## src/rtl/tst_dout_mon_mc.sv

```systemverilog
// rtl/tst_dout_mon_mc.sv - multi-lane output monitor against a prefetched golden ROM stream
//
// Ports:
//   clk, rst_i            clock, asynchronous active-high reset
//   dout_rst_i            synchronous restart (counters, FIFO, address; in-flight reads are dropped)
//   vld_i, dat_i          DUT beat, NCH lanes of DATABW bits, lane k at [k*DATABW +: DATABW]
//   gold_re_o/addr_o      golden ROM read request
//   gold_vld_i/dat_i      golden ROM read return, ROMLAT cycles after the request
//   vld_o, mis_o          per-beat compare result pulse
//   smp/err/idl/lat_cnt_o saturating statistics counters
//   err_lane_o            sticky per-lane mismatch map
//   first_err_o           sample index of first mismatching beat, all-ones when none
//   unf_o                 sticky: beat arrived with no golden word available
//   done_o                NSMP beats compared
module tst_dout_mon_mc #(
    parameter int NCH        = 4,
    parameter int DATABW     = 64,
    parameter int ADDR_BW    = 15,
    parameter int ROMLEN     = 32768,
    parameter int ROMLAT     = 5,
    parameter int FIFO_DEPTH = 8,
    parameter int NSMP       = 4096,
    parameter int TOL        = 0,
    parameter int CNT_BW     = 16
) (
    input  logic                    clk,
    input  logic                    rst_i,
    input  logic                    dout_rst_i,
    input  logic                    vld_i,
    input  logic [NCH*DATABW-1:0]   dat_i,
    output logic                    gold_re_o,
    output logic [ADDR_BW-1:0]      gold_addr_o,
    input  logic                    gold_vld_i,
    input  logic [NCH*DATABW-1:0]   gold_dat_i,
    output logic                    vld_o,
    output logic                    mis_o,
    output logic [CNT_BW-1:0]       smp_cnt_o,
    output logic [CNT_BW-1:0]       err_cnt_o,
    output logic [CNT_BW-1:0]       idl_cnt_o,
    output logic [CNT_BW-1:0]       lat_cnt_o,
    output logic [NCH-1:0]          err_lane_o,
    output logic [CNT_BW-1:0]       first_err_o,
    output logic                    unf_o,
    output logic                    done_o
);

    localparam int HB = DATABW / 2;
    localparam int WW = NCH * DATABW;
    localparam int PW = (FIFO_DEPTH > 1) ? $clog2(FIFO_DEPTH) : 1;
    // Occupancy, in-flight and drop counts share one width with headroom for their sum.
    localparam int OW = $clog2(FIFO_DEPTH + 1) + 1;

    localparam logic [1:0] S_WAIT = 2'd0;
    localparam logic [1:0] S_RUN  = 2'd1;
    localparam logic [1:0] S_DONE = 2'd2;

    localparam logic [CNT_BW-1:0]  CNT_MAX   = '1;
    localparam logic [CNT_BW-1:0]  NSMP_C    = CNT_BW'(NSMP);
    localparam logic [ADDR_BW-1:0] ADDR_LAST = ADDR_BW'(ROMLEN - 1);
    localparam logic [HB:0]        TOL_C     = (HB + 1)'(TOL);
    localparam logic [PW-1:0]      PTR_LAST  = PW'(FIFO_DEPTH - 1);
    localparam logic [OW-1:0]      DEPTH_C   = OW'(FIFO_DEPTH);

    generate
        if (longint'(NSMP) >= (64'd1 << CNT_BW)) begin : g_bad_nsmp
            $error("NSMP must be below 2**CNT_BW so the sample counter can reach it");
        end
        if (FIFO_DEPTH < ROMLAT + 2) begin : g_bad_depth
            $error("FIFO_DEPTH must be at least ROMLAT+2 to cover the ROM latency");
        end
    endgenerate

    logic [1:0]    state;
    logic [WW-1:0] fifo_mem [FIFO_DEPTH];
    logic [PW-1:0] rd_ptr;
    logic [PW-1:0] wr_ptr;
    logic [OW-1:0] fifo_cnt;
    logic [OW-1:0] infl_cnt;
    logic [OW-1:0] drop_cnt;

    logic              fifo_empty;
    logic              active;
    logic              vld_drop;
    logic              fifo_wr;
    logic              beat;
    logic              fifo_rd;
    logic [WW-1:0]     head;
    logic [NCH-1:0]    lane_mis;
    logic              beat_mis;
    logic [OW-1:0]     infl_nxt;
    logic [OW-1:0]     drop_nxt;
    logic [CNT_BW-1:0] smp_inc;

    // Signed half-lane compare; one extra bit keeps the difference from overflowing.
    function automatic logic half_ok(input logic [HB-1:0] a, input logic [HB-1:0] b);
        logic signed [HB:0] d;
        logic [HB:0]        m;
        d = $signed({a[HB-1], a}) - $signed({b[HB-1], b});
        m = d[HB] ? -d : d;
        return m <= TOL_C;
    endfunction

    assign fifo_empty = (fifo_cnt == '0);
    assign active     = (state != S_DONE);
    // Reads are held off during a restart cycle so the drop count only covers
    // requests that were really issued before it.
    assign gold_re_o  = active && !dout_rst_i && ((fifo_cnt + infl_cnt) < DEPTH_C);
    assign vld_drop   = gold_vld_i && (drop_cnt != '0);
    assign fifo_wr    = gold_vld_i && (drop_cnt == '0);
    assign beat       = vld_i && active;
    assign fifo_rd    = beat && !fifo_empty;
    assign head       = fifo_mem[rd_ptr];
    assign infl_nxt   = infl_cnt + OW'(gold_re_o) - OW'(fifo_wr);
    assign drop_nxt   = drop_cnt - OW'(vld_drop);
    assign smp_inc    = (smp_cnt_o == CNT_MAX) ? smp_cnt_o : smp_cnt_o + 1'b1;
    assign done_o     = (state == S_DONE);

    always_comb begin
        lane_mis = '0;
        for (int k = 0; k < NCH; k++) begin
            lane_mis[k] = !(half_ok(dat_i[k*DATABW +: HB], head[k*DATABW +: HB]) &&
                            half_ok(dat_i[k*DATABW+HB +: HB], head[k*DATABW+HB +: HB]));
        end
        // No golden word available: every lane is treated as wrong.
        if (fifo_empty) begin
            lane_mis = '1;
        end
    end

    assign beat_mis = |lane_mis;

    always_ff @(posedge clk) begin
        if (fifo_wr) begin
            fifo_mem[wr_ptr] <= gold_dat_i;
        end
    end

    always_ff @(posedge clk or posedge rst_i) begin
        if (rst_i) begin
            rd_ptr   <= '0;
            wr_ptr   <= '0;
            fifo_cnt <= '0;
        end else if (dout_rst_i) begin
            rd_ptr   <= '0;
            wr_ptr   <= '0;
            fifo_cnt <= '0;
        end else begin
            if (fifo_wr) begin
                wr_ptr <= (wr_ptr == PTR_LAST) ? '0 : wr_ptr + 1'b1;
            end
            if (fifo_rd) begin
                rd_ptr <= (rd_ptr == PTR_LAST) ? '0 : rd_ptr + 1'b1;
            end
            fifo_cnt <= fifo_cnt + OW'(fifo_wr) - OW'(fifo_rd);
        end
    end

    always_ff @(posedge clk or posedge rst_i) begin
        if (rst_i) begin
            gold_addr_o <= '0;
            infl_cnt    <= '0;
            drop_cnt    <= '0;
        end else if (dout_rst_i) begin
            // Everything still in the ROM pipe belongs to the old run and must be discarded.
            gold_addr_o <= '0;
            infl_cnt    <= '0;
            drop_cnt    <= drop_nxt + infl_nxt;
        end else begin
            if (gold_re_o) begin
                gold_addr_o <= (gold_addr_o == ADDR_LAST) ? '0 : gold_addr_o + 1'b1;
            end
            infl_cnt <= infl_nxt;
            drop_cnt <= drop_nxt;
        end
    end

    always_ff @(posedge clk or posedge rst_i) begin
        if (rst_i) begin
            state       <= S_WAIT;
            vld_o       <= 1'b0;
            mis_o       <= 1'b0;
            smp_cnt_o   <= '0;
            err_cnt_o   <= '0;
            idl_cnt_o   <= '0;
            lat_cnt_o   <= '0;
            err_lane_o  <= '0;
            first_err_o <= '1;
            unf_o       <= 1'b0;
        end else if (dout_rst_i) begin
            state       <= S_WAIT;
            vld_o       <= 1'b0;
            mis_o       <= 1'b0;
            smp_cnt_o   <= '0;
            err_cnt_o   <= '0;
            idl_cnt_o   <= '0;
            lat_cnt_o   <= '0;
            err_lane_o  <= '0;
            first_err_o <= '1;
            unf_o       <= 1'b0;
        end else begin
            vld_o <= 1'b0;
            mis_o <= 1'b0;
            if (state == S_WAIT && !vld_i && lat_cnt_o != CNT_MAX) begin
                lat_cnt_o <= lat_cnt_o + 1'b1;
            end
            if (state == S_RUN && !vld_i && idl_cnt_o != CNT_MAX) begin
                idl_cnt_o <= idl_cnt_o + 1'b1;
            end
            if (beat) begin
                vld_o     <= 1'b1;
                mis_o     <= beat_mis;
                smp_cnt_o <= smp_inc;
                if (fifo_empty) begin
                    unf_o <= 1'b1;
                end
                if (beat_mis) begin
                    if (err_cnt_o != CNT_MAX) begin
                        err_cnt_o <= err_cnt_o + 1'b1;
                    end
                    err_lane_o <= err_lane_o | lane_mis;
                    if (first_err_o == CNT_MAX) begin
                        first_err_o <= smp_cnt_o;
                    end
                end
                state <= (smp_inc == NSMP_C) ? S_DONE : S_RUN;
            end
        end
    end

    // The prefetch throttle bounds occupancy plus in-flight by FIFO_DEPTH,
    // so a kept ROM return can never meet a full FIFO.
    a_no_overflow: assert property (@(posedge clk) disable iff (rst_i)
        !(fifo_wr && !dout_rst_i && fifo_cnt == DEPTH_C));

endmodule

```

## config.mk

```make
export PLATFORM = sky130hd
export DESIGN_NAME = tst_dout_mon_mc
export DESIGN_NICKNAME = d
export VERILOG_FILES = /design/src/rtl/tst_dout_mon_mc.sv
export SDC_FILE = /design/constraint.sdc
export NUM_CORES = 2
export LEC_CHECK = 0
export ABC_AREA = 0
export BUFFER_PORTS_ARGS = -buffer_cell sky130_fd_sc_hd__clkbuf_2
export CAP_MARGIN = 20
export CORE_MARGIN = 10
export CORE_UTILIZATION = 25
export CTS_CLUSTER_SIZE = 24
export DETAILED_ROUTE_END_ITERATION = 12
export GPL_TIMING_DRIVEN = 1
export SLEW_MARGIN = 20
export SYNTH_ARGS = -nofsm -noshare
export SYNTH_HDL_FRONTEND = slang
export SYNTH_SLANG_ARGS = --single-unit
```

## constraint.sdc

```tcl
create_clock -name clk -period 69.1 [get_ports clk]
set_input_delay 6.91 -clock clk [delete_from_list [all_inputs] [get_ports clk]]
set_output_delay 6.91 -clock clk [all_outputs]
set_load 0.02 [all_outputs]
```

==> reports/qor.yml <==
outcome: "complete, no violations"
critPathMaxFanout: 28
cp_slowest_stage_delay_ps: 230
path_buf_inv: 3
wl_um: 364000
p_per_area_nw_per_um2: 33.5
clockBufferDepth: 4
holdPathEnd: "first_err_o[0]$_DFFE_PP1P_"
cp.arrival_ps: 7740
via_per_inst: 5.10
fillers: 44732
avgSynthCellArea_um2: 13.8
route.vias.total: 75589
holdBufCountCts: 0
fmaxAchievable_ghz: 0.0682
die_w_um: 687
first_pass_iters: 7
cts_resized: 0
synth_seq_cells: 2173
slew_headroom_pct: 24.5
drt_iter0_markers: 6780
multi_input_area_um2: 44700
vdd_drop_max_mv: 0.0257
critical_path_class: "input pin to output port"
cts_root_buf: "clkbuf_16"
core_um2: 442000
start_kind: "input pin"
synth_commonest_cells: "edfxtp_1 (2048), mux4_2 (512), nand2_1 (492)"
tns_ps: 0
min_period_ps: 14650
row_count: 244
hold_class: "flop to flop"
r2r_end: "err_cnt_o[4]$_DFFE_PP0P_"
yosysTopAreaCellShare_pct: 55.4
holdWs_ps: 483
worst_slew_pin_slew_ps: 1120
min_path_cells: 2
numCtsBuffers: 239
setup_violations: 0
clk_pin_slew_ps: 60
slew_viol_final: 0
worstSkewPairLatency_ps: 960
start_util_pct: 25.1
cp.required_ps: 62190
period_share_pct: 21.2
detail-route-antenna-nets: 0
yosys_warnings: 0
fin_ws_ps: 54450
hold_viol: 0
wl_per_cell_um: 24.6
grt_max_degree: 101
synthCells: 8059
dp_slack_ps: 54460
power_leakage_nw: 41.9
fin_nets: 9502
port_buffers: 620
synthArstFlopShare_pct: 5.75
critPathMostFrequentCell: "buf_4"
synth_area_leaders: "edfxtp_1 (55%), mux4_2 (10%), ha_1 (3.4%)"
critPathSlowestCell: "buf_4"
fin_skew_ps: 115
final-seq-area_um2: 64700
cts_tree: "yes"
synthesis.nets: 8888
crit_family: "buffers and inverters"
finalPower_mw: 4.32
grt_antenna_before_repair: 163
final_layout_size_suffix_gt1_share_pct: 20.2
yosys.cell_types.count: 113
drc: 0
boundaryPins: 621
chipHeight_um: 687
cts_sinks: 2173
end_kind: "output port"
grt_setup_unrepaired: "no"
synth_ff_type: "edfxtp_1"
worstPathCellList: "buf_4 -> nor3_1 -> buf_4 -> clkbuf_2"
yosysMostFrequentCell: "edfxtp_1"
yosysTopAreaCell: "edfxtp_1"
die_area_um2: 471000
min-delay-start: "first_err_o[0]$_DFFE_PP1P_"
gp_congestion: 0.895
rrSetupSlack_ps: 57850
worstReg2RegStart: "rd_ptr[0]$_DFFE_PP0P_"
yosysSeqAreaShare_pct: 58.2
synth-edff-count: 2048
cts_setup_buffers: 0
drv_cap: 0
grt.total_usage_pct: 14.8
grt_pass1_wl_um: 523000
reg2reg_depth: 24
syn-cell-area_um2: 111000
syn_to_final_growth_pct: 16.2
grt.overflow.total: 0
grt_pass1_vias: 73409
htreeDepth: 4
dp_hpwl_um: 259000
==> power breakdown <==
group	leakage [nW]	switching (mW)	total (mW)	internal, mW
clock network	3.70	0.545	1.25	0.703
registers	20.1	0.0154	1.47	1.46
logic	18.2	1.01	1.60	0.589
total	41.9	1.58	4.32	2.75
==> final cells by class <==
type	count	share of cell area, %
multi-input combinational	5411	34.6
antenna	45	0.0873
sequential	2173	50.1
inverter	121	0.354
tap	5904	5.72
clock inverter	152	1.17
timing repair buffer	727	3.12
clock buffer	284	4.79
==> worst register-to-register path, cell delays in order, from the launching register on <==
cell and delay [ps]:
dfrtp_4 840, buf_12 450, buf_4 990, buf_4 770, buf_4 730, mux4_2 630, mux2i_1 330, ha_1 400
nand2_1 210, nor3_1 250, a21boi_1 360, nor2_1 90, a311oi_1 920, nand4b_1 600, nor4_4 560, a21oi_1 170
a2111o_1 360, or4_1 470, nor4_1 410, nand4_1 160, buf_4 230, nor4b_4 340, buf_4 440, nor3_1 140
mux2_1 320
==> through the flow <==
stage | instances | area (µm²) | utilization (%)
after floorplan | 8059 | 111000 | -
after global placement | 14334 | 121000 | 27.4
after detailed placement | 14335 | 121000 | 27.4
after CTS | 14771 | 129000 | 29.2
after global routing | 14793 | 129000 | 29.2
final | 14817 | 129000 | 29.2
==> worst max path at each step <==
stage	start	end	slack [ps]	depth (start not counted)
3_3_place_gp	dout_rst_i	gold_re_o	54410	4
2_1_floorplan	gold_vld_i	fifo_mem[0][0]$_DFFE_PP_	36390	3
3_5_place_dp	dout_rst_i	gold_re_o	54460	4
5_1_grt	dout_rst_i	gold_re_o	54380	4
4_1_cts	dout_rst_i	gold_re_o	54460	4
6_report	dout_rst_i	gold_re_o	54450	4
==> layer usage <==
metal | global-route usage (%) | wire (µm) | up-vias
li1 | - | - | 34062
met1 | 19.3 | 153000 | 38220
met2 | 24.0 | 170000 | 2603
met3 | 3.96 | 29100 | 618
met4 | 4.16 | 11200 | 86
met5 | 0 | 557 | -
==> placed cells by master, fill, tap and decap left out, types with 63 or more instances in the layout <==
master | Yosys | routed
a211oi_1 | 83 | 83
a21o_1 | 126 | 126
a21oi_1 | 421 | 420
and2_1 | 92 | 92
and3_1 | 77 | 77
buf_4 | 5 | 97
clkbuf_16 | 0 | 239
clkbuf_2 | 0 | 620
dfrtp_1 | 109 | 106
edfxtp_1 | 2048 | 2048
ha_1 | 301 | 301
inv_1 | 121 | 120
mux2i_1 | 293 | 293
mux4_2 | 512 | 512
nand2_1 | 492 | 492
nand2b_1 | 63 | 63
nand3_1 | 182 | 182
nand4_1 | 146 | 146
nor2_1 | 473 | 470
nor3_1 | 203 | 198
nor4_1 | 103 | 102
o211ai_1 | 87 | 87
o21a_1 | 67 | 67
o21ai_0 | 337 | 336
or3_1 | 114 | 114
xnor2_1 | 80 | 80
xor2_1 | 85 | 85
==> sequential cells by signal, indices dropped and copies added (netlist names), 15 cells and up <==
name         cells
fifo_mem      2048
err_cnt_o       16
first_err_o     16
idl_cnt_o       16
lat_cnt_o       16
smp_cnt_o       16
gold_addr_o     15
==> logic make-up after synthesis <==
family	count (synthesis)	synth area share (%)
AOI/OAI and AO/OA	1834	11.3
xor gates and xnor gates	165	1.30
adders and majority gates	312	3.59
buffers and inverters	475	1.66
DFF	2173	58.2
muxes	839	13.4
and+or+nand+nor	2261	10.6
No activity file was read; power rests on OpenSTA's default activity.
